**src/rtl/sl_pkg.sv**
```systemverilog
// Shared definitions for the SL-link transmitter and receiver: FSM states,
// config register layout, length limits and frame-building helpers.
package sl_pkg;

    typedef enum logic [2:0] {
        ST_IDLE,
        ST_BIT_LOW,
        ST_BIT_HIGH,
        ST_STOP_LOW,
        ST_STOP_HIGH
    } sl_state_e;

    // Config register field positions.
    localparam int CFG_LEN_LSB    = 0;
    localparam int CFG_LEN_W      = 6;
    localparam int CFG_PARITY_BIT = 6;
    localparam int CFG_RSVD_BIT   = 7;
    localparam int CFG_HP_LSB     = 8;
    localparam int CFG_HP_W       = 8;

    localparam int LEN_MIN   = 8;
    localparam int LEN_MAX   = 32;
    localparam int WORD_W    = 32;
    localparam int FRAME_W   = LEN_MAX + 1;   // data plus optional parity bit
    localparam int BIT_CNT_W = 6;

    localparam logic [15:0] DEFAULT_CONFIG = 16'h0420;

    // Packed view of the config register; field order matches the bit positions above.
    typedef struct packed {
        logic [CFG_HP_W-1:0]  half_period;
        logic                 reserved;
        logic                 parity_en;
        logic [CFG_LEN_W-1:0] len;
    } sl_config_t;

    // Clamp the programmed word length into LEN_MIN..LEN_MAX.
    function automatic logic [CFG_LEN_W-1:0] eff_len(input logic [CFG_LEN_W-1:0] len);
        if (len < CFG_LEN_W'(LEN_MIN))
            return CFG_LEN_W'(LEN_MIN);
        else if (len > CFG_LEN_W'(LEN_MAX))
            return CFG_LEN_W'(LEN_MAX);
        else
            return len;
    endfunction

    // A half period of zero would stall the line; treat it as one cycle.
    function automatic logic [CFG_HP_W-1:0] eff_half_period(input logic [CFG_HP_W-1:0] hp);
        return (hp == '0) ? CFG_HP_W'(1) : hp;
    endfunction

    // Number of bit slots (data plus parity) in one frame, stop marker excluded.
    function automatic logic [BIT_CNT_W-1:0] frame_bits(input sl_config_t cfg);
        return eff_len(cfg.len) + BIT_CNT_W'(cfg.parity_en);
    endfunction

    // Masked data bits with the odd-parity bit placed just above them when enabled.
    function automatic logic [FRAME_W-1:0] build_frame(input logic [WORD_W-1:0] word,
                                                       input sl_config_t        cfg);
        logic [CFG_LEN_W-1:0] len;
        logic [FRAME_W-1:0]   mask;
        logic [FRAME_W-1:0]   data;
        logic                 par;
        len  = eff_len(cfg.len);
        mask = (FRAME_W'(1) << len) - FRAME_W'(1);
        data = {1'b0, word} & mask;
        par  = ~(^data);
        if (cfg.parity_en)
            data = data | (FRAME_W'(par) << len);
        return data;
    endfunction

endpackage

```
**src/rtl/sl_bit_timer.sv**
```systemverilog
// Half-period down-counter: reloaded on every state entry, ticks in the last
// cycle of the state so each LOW/HIGH phase lasts exactly half_period cycles.
module sl_bit_timer
    import sl_pkg::*;
(
    input  logic                clk,
    input  logic                rst,
    input  logic                load,
    input  logic [CFG_HP_W-1:0] half_period,
    output logic                tick
);

    logic [CFG_HP_W-1:0] cnt_q;

    // Reload on state entry, otherwise count down and hold at zero.
    always_ff @(posedge clk) begin
        // NOTE: state registers use non-blocking assignments so every flop samples pre-edge values.
        if (rst)
            cnt_q <= '0;
        else if (load)
            cnt_q <= eff_half_period(half_period) - CFG_HP_W'(1);
        else if (cnt_q != '0)
            cnt_q <= cnt_q - CFG_HP_W'(1);
    end

    assign tick = (cnt_q == '0);

endmodule

```
**src/rtl/sl_tx.sv**
```systemverilog
// SL-link serial transmitter: takes config and data write strobes from the
// bridge, serialises words LSB first onto sl0/sl1 with an optional odd parity
// bit and a both-lines-low stop marker, with a one-word holding register.
module sl_tx
    import sl_pkg::*;
#(
    parameter logic [15:0] DEFAULT_CONFIG = sl_pkg::DEFAULT_CONFIG
) (
    input  logic        clk,
    input  logic        rst,
    input  logic [31:0] wr_data_tx,
    input  logic        data_we_tx,
    input  logic [15:0] wr_config_tx,
    input  logic        config_we_tx,
    output logic [15:0] rd_config_tx,
    output logic        config_changed_tx,
    output logic        rd_status_tx,
    output logic        status_changed_tx,
    output logic        sl0,
    output logic        sl1
);

    sl_state_e              state_q, state_d;
    sl_config_t             cfg_q, cfg_use;
    logic                   cfg_accept;
    logic                   cfg_changed_q;
    logic [WORD_W-1:0]      hold_q;
    logic                   hold_valid_q;
    logic                   hold_store;
    logic [FRAME_W-1:0]     frame_q;
    logic [BIT_CNT_W-1:0]   bit_cnt_q;
    logic                   busy_q;
    logic                   load_new;
    logic                   load_hold;
    logic                   shift_bit;
    logic                   timer_load;
    logic                   tick;

    sl_bit_timer u_timer (
        .clk         (clk),
        .rst         (rst),
        .load        (timer_load),
        .half_period (cfg_use.half_period),
        .tick        (tick)
    );

    // Config is writable only when fully idle; a same-cycle write applies to the word being started.
    always_comb begin
        cfg_accept = config_we_tx && (state_q == ST_IDLE) && !hold_valid_q;
        cfg_use    = cfg_accept ? sl_config_t'(wr_config_tx) : cfg_q;
    end

    // Config register and its one-cycle change pulse.
    always_ff @(posedge clk) begin
        if (rst) begin
            cfg_q         <= sl_config_t'(DEFAULT_CONFIG);
            cfg_changed_q <= 1'b0;
        end else begin
            cfg_changed_q <= cfg_accept;
            if (cfg_accept)
                cfg_q <= sl_config_t'(wr_config_tx);
        end
    end

    // Next-state and datapath control.
    always_comb begin
        // NOTE: every output of this block gets a default first so no path can infer a latch.
        state_d    = state_q;
        load_new   = 1'b0;
        load_hold  = 1'b0;
        shift_bit  = 1'b0;
        timer_load = 1'b0;
        case (state_q)
            ST_IDLE: begin
                if (data_we_tx) begin
                    state_d    = ST_BIT_LOW;
                    load_new   = 1'b1;
                    timer_load = 1'b1;
                end
            end
            ST_BIT_LOW: begin
                if (tick) begin
                    state_d    = ST_BIT_HIGH;
                    timer_load = 1'b1;
                end
            end
            ST_BIT_HIGH: begin
                if (tick) begin
                    timer_load = 1'b1;
                    if (bit_cnt_q == BIT_CNT_W'(1)) begin
                        state_d = ST_STOP_LOW;
                    end else begin
                        state_d   = ST_BIT_LOW;
                        shift_bit = 1'b1;
                    end
                end
            end
            ST_STOP_LOW: begin
                if (tick) begin
                    state_d    = ST_STOP_HIGH;
                    timer_load = 1'b1;
                end
            end
            ST_STOP_HIGH: begin
                if (tick) begin
                    if (hold_valid_q) begin
                        state_d    = ST_BIT_LOW;
                        load_hold  = 1'b1;
                        timer_load = 1'b1;
                    end else if (data_we_tx) begin
                        // A word arriving in the last stop cycle goes straight out, no idle gap.
                        state_d    = ST_BIT_LOW;
                        load_new   = 1'b1;
                        timer_load = 1'b1;
                    end else begin
                        state_d = ST_IDLE;
                    end
                end
            end
            default: state_d = ST_IDLE;
        endcase
    end

    // FSM state register.
    always_ff @(posedge clk) begin
        if (rst)
            state_q <= ST_IDLE;
        else
            state_q <= state_d;
    end

    // Busy writes park in the holding register if it is empty; otherwise they are dropped.
    assign hold_store = data_we_tx && !hold_valid_q && (state_q != ST_IDLE) && !load_new;

    // Holding register valid flag.
    always_ff @(posedge clk) begin
        if (rst)
            hold_valid_q <= 1'b0;
        else if (load_hold)
            hold_valid_q <= 1'b0;
        else if (hold_store)
            hold_valid_q <= 1'b1;
    end

    // Holding register data.
    always_ff @(posedge clk) begin
        // NOTE: the data word has no reset; it is only read while hold_valid_q is set.
        if (hold_store)
            hold_q <= wr_data_tx;
    end

    // Frame shift register and remaining-bit counter.
    always_ff @(posedge clk) begin
        if (rst) begin
            frame_q   <= '0;
            bit_cnt_q <= '0;
        end else if (load_new) begin
            frame_q   <= build_frame(wr_data_tx, cfg_use);
            bit_cnt_q <= frame_bits(cfg_use);
        end else if (load_hold) begin
            frame_q   <= build_frame(hold_q, cfg_q);
            bit_cnt_q <= frame_bits(cfg_q);
        end else if (shift_bit) begin
            frame_q   <= frame_q >> 1;
            bit_cnt_q <= bit_cnt_q - BIT_CNT_W'(1);
        end
    end

    // Previous busy value, used to flag status edges.
    always_ff @(posedge clk) begin
        if (rst)
            busy_q <= 1'b0;
        else
            busy_q <= rd_status_tx;
    end

    // Line drive: one line low for a data bit, both low only for the stop marker.
    always_comb begin
        sl0 = 1'b1;
        sl1 = 1'b1;
        case (state_q)
            ST_BIT_LOW: begin
                if (frame_q[0])
                    sl1 = 1'b0;
                else
                    sl0 = 1'b0;
            end
            ST_STOP_LOW: begin
                sl0 = 1'b0;
                sl1 = 1'b0;
            end
            default: begin
                sl0 = 1'b1;
                sl1 = 1'b1;
            end
        endcase
    end

    assign rd_config_tx      = cfg_q;
    assign config_changed_tx = cfg_changed_q;
    assign rd_status_tx      = (state_q != ST_IDLE) || hold_valid_q;
    assign status_changed_tx = rd_status_tx ^ busy_q;

endmodule

```
**config.mk**
```make
export PLATFORM = sky130hd
export DESIGN_NAME = sl_tx
export DESIGN_NICKNAME = d
export VERILOG_FILES = /design/src/rtl/sl_pkg.sv /design/src/rtl/sl_bit_timer.sv /design/src/rtl/sl_tx.sv
export SDC_FILE = /design/constraint.sdc
export NUM_CORES = 1
export LEC_CHECK = 0
export CAP_MARGIN = 20
export CORE_ASPECT_RATIO = 0.8
export CORE_UTILIZATION = 41
export CTS_BUF_LIST = sky130_fd_sc_hd__clkbuf_2
export CTS_CLUSTER_SIZE = 30
export DETAILED_ROUTE_END_ITERATION = 10
export PLACE_DENSITY_LB_ADDON = 0.05
export REMOVE_ABC_BUFFERS = 1
export SYNTH_ARGS = -nofsm -noshare
export SYNTH_HDL_FRONTEND = slang
export SYNTH_SLANG_ARGS = --single-unit
export TNS_END_PERCENT = 50
```
**constraint.sdc**
```tcl
create_clock -name clk -period 4.6 [get_ports clk]
set_input_delay 0.69 -clock clk [delete_from_list [all_inputs] [get_ports clk]]
set_output_delay 0.69 -clock clk [all_outputs]
set_load 0.01 [all_outputs]
```
==> reports/qor.csv, run 1 <==
stage,metric,value,unit
outcome,status,finished clean,
yosys,synth-edff-count,32,
critical_path,path_buf_inv,2,
floorplanning,initial_core_util,41.9,%
cells_and_area,layout.nets,1245,
clock_tree,max-clock-path-buffers,2,
timing,finalSetupViolCount,0,
global_route,grt_pass1_vias,8147,
floorplanning,die_w,158,um
placement,port_buffers,72,
floorplanning,die_height,127,um
clock_tree,path_clk_slew,0.34,ns
critical_path,path_cells,"or3b_2, o31ai_1, a22oi_1, nor2b_1, xnor3_1, xnor3_1, xnor3_1, buf_4, buf_4, nor4_1, o21ai_0, a211oi_1",
floorplanning,floorplan.rows,45,
timing,slew-limit-headroom,38.5,%
placement,gp_congestion,0.994,
route,wl_per_cell,23.0,um
timing,hold_viol_final,0,
floorplanning,dieArea,20000,um^2
worst_hold_path,hp-class,in -> reg,
critical_path,cp_max_fo,12,
critical_path,path_class,reg -> reg,
clock_tree,insertion_delay,0.67,ns
yosys,synth_top_cell_area_share,17.3,%
placement,placed_area,9890,um^2
cells_and_area,drive_gt1_share,17.2,%
clock_tree,cts_root_buf,clkbuf_2,
critical_path,max_stage_delay,0.68,ns
cells_and_area,area_growth,26.4,%
global_route,overflow,0,
yosys,synth_area_leaders,"dfxtp_1 17%, edfxtp_1 12%, a21oi_1 5.5%",
clock_tree,htree_levels,3,
floorplanning,core_region_area,19000,um^2
critical_path,endpoint_kind,flop,
clock_tree,cts_buffers,9,
critical_path,critPathLaunchType,flop,
floorplanning,pin_count,73,
power,ir_drop,0.275,mV
yosys,seq_area_frac_synth,29.4,%
critical_path,crit_arrival,5.14,ns
global_route,grt_max_degree,52,
critical_path,cp_top_family,XOR/XNOR gates,
yosys,syn-mean-instance-area,7.71,um^2
timing,min_period_over_period,98.2,%
timing,finClkSkew,0.0215,ns
global_route,antenna_found_initial,1,
timing,fin_setup_tns,0,ns
timing,max_clock_freq,0.221,GHz
cells_and_area,final_area,10100,um^2
yosys,synth_warnings,0,
timing,slew_viol_final,0,
yosys,synthFlopType,dfxtp_1,
critical_path,worst_path_most_repeated_cell,xnor3_1,
route,drc,0,
yosys,async_flop_share,0,%
timing,worst_slew_pin_slew,0.915,ns
global_route,track_usage,33.5,%
yosys,synthCells,1034,
job,max_cap_viol_count,0,
clock_tree,cts_sinks,101,
critical_path,timing.critical_path.required,5.22,ns
critical_path,crit_slowest_cell,o31ai_1,
yosys,synth_area,7980,um^2
placement,hpwl,25000,um
route,ant_nets,0,
yosys,synth-seq-cells,101,
route,vias,9038,
power,p_per_area,424,nW/um^2
yosys,ys_types,83,
timing,fin_crit,4.52,ns
clock_tree,cts_tree,built,
route,drt-initial-drc-count,1369,
route,drtPass1Iterations,6,
cells_and_area,post-route-util,53.0,%
yosys,synth_area_leader_cell,dfxtp_1,
power,p_leak,3.77,nW
timing,rsz0062_at_grt,false,
global_route,grt_pass1_wl,50200,um
route,viasPerCell,6.24,
route,totalWireLength,33300,um
[per-stage QoR]
| stage | cells | power, mW | setup slack, ns | hold WS, ns |
|---|---|---|---|---|
| final | 1449 | 4.28 | 0.0840 | 0.363 |
| after global routing | 1449 | 4.47 | 0.00320 | 0.326 |
| after CTS | 1446 | 4.15 | 0.0387 | 0.352 |
| after detailed placement | 1430 | 3.69 | -0.435 | 0.455 |
| after global placement | 1430 | 3.70 | -0.421 | 0.444 |
| after floorplan | 949 | 2.59 | -1.29 | 0.455 |
[placed cells by master, fill, tap and decap left out, drive strengths merged, types with 12 or more instances in the layout]
cell	Yosys	layout
mux2i	14	14
and2	15	15
o21ai	61	61
nand2b	12	12
a31oi	16	16
nor2b	15	15
buf	15	154
nor2	115	115
o211ai	12	12
nor3	29	29
nand4	12	12
and3	12	12
inv	18	22
nor3b	12	12
a21oi	87	87
xnor2	44	44
dfxtp	69	69
o22ai	12	12
nor4	16	16
nand2	92	92
xor2	20	20
nand3	38	38
clkdlybuf4s50	0	71
o31ai	12	12
a211oi	22	22
edfxtp	32	32
[timing repair]
action	CTS	global route
setup buffers	0	2
setup endpoints to repair	0	20
hold buffers	0	0
resized for setup	0	18
[cells in the mapped netlist, types with 7 or more instances]
cell type / number
nor2_1: 115
nand2_1: 92
a21oi_1: 87
clkbuf_1: 73
dfxtp_1: 69
o21ai_0: 60
xnor2_1: 44
nand3_1: 38
edfxtp_1: 32
nor3_1: 29
a211oi_1: 21
xor2_1: 20
inv_1: 17
a31oi_1: 16
nor2b_1: 15
mux2i_1: 14
nor4_1: 14
and2_1: 13
and3_1: 12
nand2b_1: 12
nand4_1: 12
nor3b_1: 12
o211ai_1: 12
o22ai_1: 12
o31ai_1: 12
a221oi_1: 9
buf_1: 9
a311oi_1: 8
ha_1: 8
or4_1: 8
xnor3_1: 8
a21boi_0: 7
[power breakdown]
| part | switching (mW) | total (mW) | internal, mW |
|---|---|---|---|
| clock network | 0.378 | 0.460 | 0.0818 |
| registers | 0.114 | 1.20 | 1.09 |
| logic | 1.51 | 2.61 | 1.10 |
[layer usage]
layer	part of all wire, %	wire length, um	global-route usage [%]	vias up
met1	44	14800	49.1	4273
met3	13	4220	10.6	71
met4	2.6	879	8.82	0
li1	-	-	-	4126
met2	40	13400	46.6	568
met5	0	0	0	-
[kinds of logic (layout without fill, tap and decap cells)]
group / count (synthesis) / after routing / synth area share (%)
AOI/OAI and AO/OA: 320 / 320 / 26.5
xor gates and xnor gates: 73 / 73 / 9.59
adders and majority gates: 8 / 8 / 1.26
buffers and inverters: 107 / 260 / 5.29
DFF: 101 / 101 / 29.4
muxes: 15 / 15 / 1.90
other: 1 / 5 / 0.0470
and+or+nand+nor: 409 / 409 / 26.0
[path summary, 6_finish.rpt]
| path | from | to | slack (ns) | cells after the start |
|---|---|---|---|---|
| setup / recovery | rd_config_tx[4] | frame_q[9] | 0.08 | 12 |
| hold / removal | rst | rd_config_tx[12] | 0.36 | 2 |
| setup reg to reg | rd_config_tx[4] | frame_q[9] | 0.08 | 12 |
| hold reg to reg | rd_config_tx[7] | rd_config_tx[7] | 0.48 | 2 |
[final cells by class]
class | count | area (um^2)
repair buffers | 225 | 1930
flip-flops and latches | 101 | 2350
multi-input cells | 829 | 5300
fillers | 1966 | 8950
diodes | 1 | 2.50
well taps | 258 | 323
clock inverters | 7 | 53.8
clock buffers | 9 | 45.0
inverters | 19 | 71.3
[state kept, by name (all words and copies together), names as in the netlist]
name               cells
frame_q               33
hold_valid_q           1
busy_q                 1
config_changed_tx      1
bit_cnt_q              6
u_timer.cnt_q          8
hold_q                32
rd_config_tx          16
state_q                3
Power figures use the tool's default switching activity.
==> inputs of run 2 (changes only) <==
- CAP_MARGIN: 20 -> 0
==> results of run 2 <==
The final DEF is identical to that of run 1; final timing and power are the same.
==> inputs of run 3 (changes only) <==
- clock period: 4.6 -> 3.8 ns (I/O delays scaled with it)
==> reports/qor.csv, run 3 (synthesized netlist as in run 1, its figures left out) <==
stage,metric,value,unit
outcome,status,finished with violations,
outcome,violations,negative setup slack,
power,comb_power_share,64.6,%
critical_path,cp_max_fo,16,
power,p_per_area,523,nW/um^2
route,wl_per_cell,22.4,um
global_route,overflow,0,
cells_and_area,largest_reg_flops,33,
clock_tree,cts_root_buf,clkbuf_2,
floorplanning,core_region_area,19000,um^2
power,switching_power,2.62,mW
route,drtPass1Iterations,5,
critical_path,crit_slowest_cell,xnor3_1,
placement,hpwl,27000,um
critical_path,endpoint_kind,flop,
timing,setup_ws,-0.328,ns
critical_path,critPathLaunchType,flop,
timing,finalSetupViolCount,25,
timing,slew-limit-headroom,34.0,%
floorplanning,dieArea,20000,um^2
critical_path,path_depth,17,
clock_tree,ctsHoldBuffers,0,
power,swShare,45.0,%
placement,place_ws,-1.13,ns
placement,port_buffers,72,
route,viasPerCell,5.95,
global_route,track_usage,35.3,%
timing,min_period_over_period,109,%
clock_tree,cts_sinks,101,
power,p_seq_share,24.7,%
cells_and_area,layout.nets,1351,
critical_path,timing.critical_path.required,4.41,ns
route,maxUsedRoutingLayer,met4,
clock_tree,path_clk_slew,0.34,ns
critical_path,path_class,reg -> reg,
critical_path,rrSetupSlack,-0.33,ns
cells_and_area,regMostFlops,frame_q,
global_route,grt_pass1_wl,52500,um
floorplanning,pin_count,73,
clock_tree,cts_buffers,9,
timing,rsz0062_at_grt,true,
floorplanning,floorplan.rows,45,
route,drc,0,
timing,slew_viol_final,0,
critical_path,timing.rr.start,rd_config_tx[1],
worst_hold_path,hold_start,wr_config_tx[7],
cells_and_area,post-route-util,58.6,%
cells_and_area,mostFrequentLayoutCells,"246 x buf_4, 112 x nor2_1, 90 x nand2_1, 84 x a21oi_1, 71 x clkdlybuf4s50_1",
critical_path,reg2reg_depth,17,
critical_path,crit_arrival,4.74,ns
route,drt-initial-drc-count,1081,
floorplanning,die_height,127,um
global_route,antenna_found_initial,1,
timing,finClkSkew,0.0541,ns
power,p_leak,4.39,nW
placement,gp_congestion,1.01,
cells_and_area,layout_commonest_cell,buf_4,
power,p_int,3.21,mW
timing,worst_slew_pin_slew,0.987,ns
route,totalWireLength,34800,um
global_route,grt_max_degree,44,
worst_hold_path,hp-class,in -> reg,
clock_tree,cts_tree,built,
power,total_power,5.83,mW
global_route,grt_pass1_vias,8699,
floorplanning,die_w,158,um
critical_path,max_stage_delay,0.47,ns
critical_path,path_buf_inv,5,
timing,max_clock_freq,0.242,GHz
floorplanning,initial_core_util,41.9,%
worst_hold_path,min_to,rd_config_tx[7],
route,wl_met2,14200,um
clock_tree,insertion_delay,0.65,ns
critical_path,r2r-end,frame_q[9],
cells_and_area,area_growth,39.8,%
critical_path,cp_top_family,XOR/XNOR gates,
clock_tree,htree_levels,3,
route,wl_met1,16000,um
job,max_cap_viol_count,0,
timing,fin_crit,4.13,ns
power,ir_drop,0.328,mV
route,ant_nets,0,
route,vias,9251,
cells_and_area,drive_gt1_share,26.6,%
route,routed-wl-met3,3580,um
timing,hold_viol_final,0,
critical_path,path_cells,"buf_4, buf_4, o21ai_1, nand2_1, o211ai_1, xnor2_2, xnor2_2, xnor2_2, xnor3_1, xnor3_1, xnor3_2, buf_6, buf_4, buf_6, nor4_4, o21ai_1, a211oi_1",
power,p_clk_share,10.6,%
clock_tree,max-clock-path-buffers,2,
worst_hold_path,holdPathStages,3,
==> run 3: worst min-delay path, delay by kind of cell <==
kind                   cells  cell delay [ns]
and+or+nand+nor            1             0.06
AOI/OAI and AO/OA          1             0.05
buffers and inverters      1             0.40
==> run 3: metrics by stage <==
stage | TNS [ns] | cell area (um^2) | hold WS (ns) | std cells
global route | -8.80 | 11200 | 0.364 | 1555
finish | -5.28 | 11200 | 0.429 | 1555
floorplan | -49.66 | 7640 | 0.455 | 949
global placement | -24.17 | 10600 | 0.444 | 1526
CTS | -2.92 | 11100 | 0.381 | 1550
detailed placement | -24.42 | 10600 | 0.453 | 1526
==> run 3: routing by layer <==
| layer | up-vias | global-route usage [%] |
|---|---|---|
| met2 | 532 | 50.6 |
| met4 | 0 | 10.7 |
| met1 | 4301 | 52.0 |
| met3 | 73 | 7.89 |
| met5 | - | 0 |
| li1 | 4345 | - |
==> run 3: power groups by stage <==
| stage | Clock (mW) | Sequential (mW) | Combinational (mW) |
|---|---|---|---|
| finish | 0.620 | 1.44 | 3.77 |
| global route | 0.681 | 1.46 | 3.98 |
| CTS | 0.639 | 1.44 | 3.59 |
| global placement | 0 | 1.46 | 3.36 |
| floorplan | 0 | 1.50 | 1.63 |
| detailed placement | 0 | 1.46 | 3.34 |
==> run 3: how the worst max path moves through the flow <==
stage | to | slack, ns | start
2_1_floorplan | frame_q[31] | -2.09 | state_q[1]
3_3_place_gp | frame_q[30] | -1.11 | wr_config_tx[4]
3_5_place_dp | frame_q[26] | -1.13 | wr_config_tx[2]
4_1_cts | frame_q[11] | -0.24 | state_q[2]
5_1_grt | frame_q[31] | -0.44 | state_q[2]
6_report | frame_q[9] | -0.33 | rd_config_tx[1]
==> run 3: final cells by class <==
type,instances,area [um^2]
sequential,101,2350
clock inverter,7,103
timing repair buffer,331,2740
inverter,19,76.3
fill,1855,7880
antenna,1,2.50
clock buffer,9,45.0
multi-input combinational,829,5510
tap,258,323
==> run 3: what timing repair did <==
action                     in CTS  in global routing
setup endpoints to repair      25                 25
resized for setup              66                 13
setup buffers                   8                  4
pin swaps                      40                  7
==> RTL change, RTL diff (config.mk and constraints of run 3) <==
Encoding of `sl_state_e`: now one-hot (5 bits for 5 states).
--- a/src/rtl/sl_pkg.sv
+++ b/src/rtl/sl_pkg.sv
@@ -4,8 +4,8 @@
 
-    typedef enum logic [2:0] {
-        ST_IDLE,
-        ST_BIT_LOW,
-        ST_BIT_HIGH,
-        ST_STOP_LOW,
-        ST_STOP_HIGH
+    typedef enum logic [4:0] {
+        ST_IDLE      = 5'b00001,
+        ST_BIT_LOW   = 5'b00010,
+        ST_BIT_HIGH  = 5'b00100,
+        ST_STOP_LOW  = 5'b01000,
+        ST_STOP_HIGH = 5'b10000
     } sl_state_e;
Behaviour: same outputs for any inputs over 10 cycles, from zero or initial values and one cycle with rst high; not proved beyond that.
==> RTL change against run 3 <==
The flow still finishes with violations (negative setup slack); count of clock-buffer cells in the layout unchanged; worst hold slack got worse by 97 ps; setup slack improved by 53 ps; combinational power shrank 33%; via count fell by 1.3%; final cell count down 2.8%; synthesized area is 1.8% lower; synthesized cell count is 2.9% lower; power fell by 22%; routed wire length is 1.0% higher; final area fell by 1.9%; sequential cell count increased by 2; largest cell class unchanged; largest power group unchanged.
==> RTL change: results (changes against run 3) <==
| Metric | Value |
|---|---|
| Parity-gate share of the synthesized area counting xor and xnor cells | 0.0932 (was 0.0959) |
| Cell type of the slowest stage on the worst timing path | sky130_fd_sc_hd__or4b_4 (was sky130_fd_sc_hd__xnor3_1) |
| First-pass GRT wire length | 52600 µm (was 52500 µm) |
| Initial DRT Pass Iterations | 6 (was 5) |
| Sum Neg Setup Slack | -3130 ps (was -5280 ps) |
| Post-Synth Adder-Cell Area | 0.0141 (was 0.0126) |
| Detailed-route vias per instance | 6.04 (was 5.95) |
| Post-route worst setup slack | -275 ps (was -328 ps) |
| Cell area after placement | 10300 µm² (was 10600 µm²) |
| Overall routing resource usage | 0.364 (was 0.353) |
| DP Wirelength | 27400 µm (was 27000 µm) |
| Failing checks | negative setup slack (unchanged) |
| Largest fanout on the critical path | 6 (was 16) |
| Multiplexer share of the synthesized area | 0.0206 (was 0.0190) |
| Worst path max stage delay | 620 ps (was 470 ps) |
| Most instantiated cells after synthesis | sky130_fd_sc_hd__nor2_1, sky130_fd_sc_hd__nand2_1, sky130_fd_sc_hd__a21oi_1, sky130_fd_sc_hd__o21ai_0, sky130_fd_sc_hd__dfxtp_1 (was sky130_fd_sc_hd__nor2_1, sky130_fd_sc_hd__nand2_1, sky130_fd_sc_hd__a21oi_1, sky130_fd_sc_hd__clkbuf_1, sky130_fd_sc_hd__dfxtp_1) |
| Initial DRC Count | 1019 (was 1081) |
| Clk_lat worst skew | 700 ps (was 650 ps) |
| Largest net degree at the start of global routing | 47 (was 44) |
| Data arrival time at the worst-slack endpoint | 4720 ps (was 4740 ps) |
| Post-synthesis cell type count | 84 (was 83) |
| Synth Instances | 1004 (was 1034) |
| Share of the synthesized area in compound gates (AO/OA/AOI/OAI) | 0.272 (was 0.265) |
| Share of post-route cells with drive strength above 1 | 0.265 (was 0.266) |
| Static Leakage | 4.34 nW (was 4.39 nW) |
| Via count of the first global-routing pass | 8625 (was 8699) |
| Clock transition at path regs | 360 ps (was 340 ps) |
| GPL Wtd Cong | 1.01 (about the same) |
| Final setup viols | 23 (was 25) |
| Wire per inst | 23.3 µm (was 22.4 µm) |
| Total instance count after detailed placement | 1474 (was 1526) |
| Post-route clock skew | 37.0 ps (was 54.1 ps) |
| Run status | complete, but fails checks (unchanged) |
| Sequential element share of the synthesized area | 0.304 (was 0.294) |
| Total detailed-routing wirelength | 35200 µm (was 34800 µm) |
| Synth top area cells | sky130_fd_sc_hd__dfxtp_1, sky130_fd_sc_hd__edfxtp_1, sky130_fd_sc_hd__nor2_1, sky130_fd_sc_hd__nand2_1, sky130_fd_sc_hd__a21oi_1 (was sky130_fd_sc_hd__dfxtp_1, sky130_fd_sc_hd__edfxtp_1, sky130_fd_sc_hd__a21oi_1, sky130_fd_sc_hd__nor2_1, sky130_fd_sc_hd__xnor2_1) |
-- RTL change: cell types whose count changed in the layout (fill, tap and decap cells not counted), sizes merged, moves of 6 or more --
| cell | delta |
|---|---|
| a31oi | -6 |
| o31ai | -7 |
| and2 | -7 |
| o221ai | +7 |
| o22ai | -9 |
| buf | -15 |
| nand2 | +8 |
| o21ai | +14 |
| a21oi | -14 |
| nor4 | -9 |
| o32ai | +6 |
-- RTL change: power by group --
| group | switching (mW) | internal (mW) | leakage, nW |
|---|---|---|---|
| clock | 0.501 | 0.127 | 0.0805 |
| combinational | 1.34 | 1.18 | 3.38 |
| sequential | 0.0943 | 1.29 | 0.880 |
| total | 1.94 | 2.59 | 4.34 |
-- RTL change: kinds of logic after synthesis --
kind of cell | count (synthesis)
adders and majority gates | 9
xor gates and xnor gates | 66
DFF | 103
and+or+nand+nor | 390
buffers and inverters | 101
other | 1
AOI/OAI and AO/OA | 318
muxes | 16
-- RTL change: worst paths after layout --
kind                      end  slack (ps)  depth (start not counted)        from
setup / recovery  frame_q[12]        -270                         14  state_q[4]
hold / removal     state_q[4]         330                          2         rst
setup reg to reg  frame_q[12]        -270                         14  state_q[4]
hold reg to reg    frame_q[5]         460                          2  frame_q[5]
-- RTL change: layer usage --
layer  part of all wire  vias up
met3               0.13       56
met2               0.41      511
met4              0.024        0
met5                  0        -
li1                   -     4201
met1               0.44     4362
-- RTL change: what timing repair did --
item | in CTS | in global routing
gates resized for setup | 54 | 38
pin swaps | 30 | 24
setup endpoints to repair | 25 | 25
buffers inserted | 10 | 11
-- RTL change: layout make-up --
cell class | instances | area (µm²)
multi-input combinational | 803 | 5380
sequential | 103 | 2390
timing repair buffer | 316 | 2650
tap | 253 | 317
clock buffer | 9 | 45.0
clock inverter | 7 | 93.8
fill | 1766 | 7500
antenna | 1 | 2.50
inverter | 19 | 71.3
-- RTL change: critical path: cells and delay by family (launching register included) --
family,cells,cell delay [ps]
XOR/XNOR,4,1100
AND/OR/NAND/NOR,5,1530
AO/OA/AOI/OAI,2,490
flip-flops,1,400
buffers and inverters,2,280
multiplexers,1,220
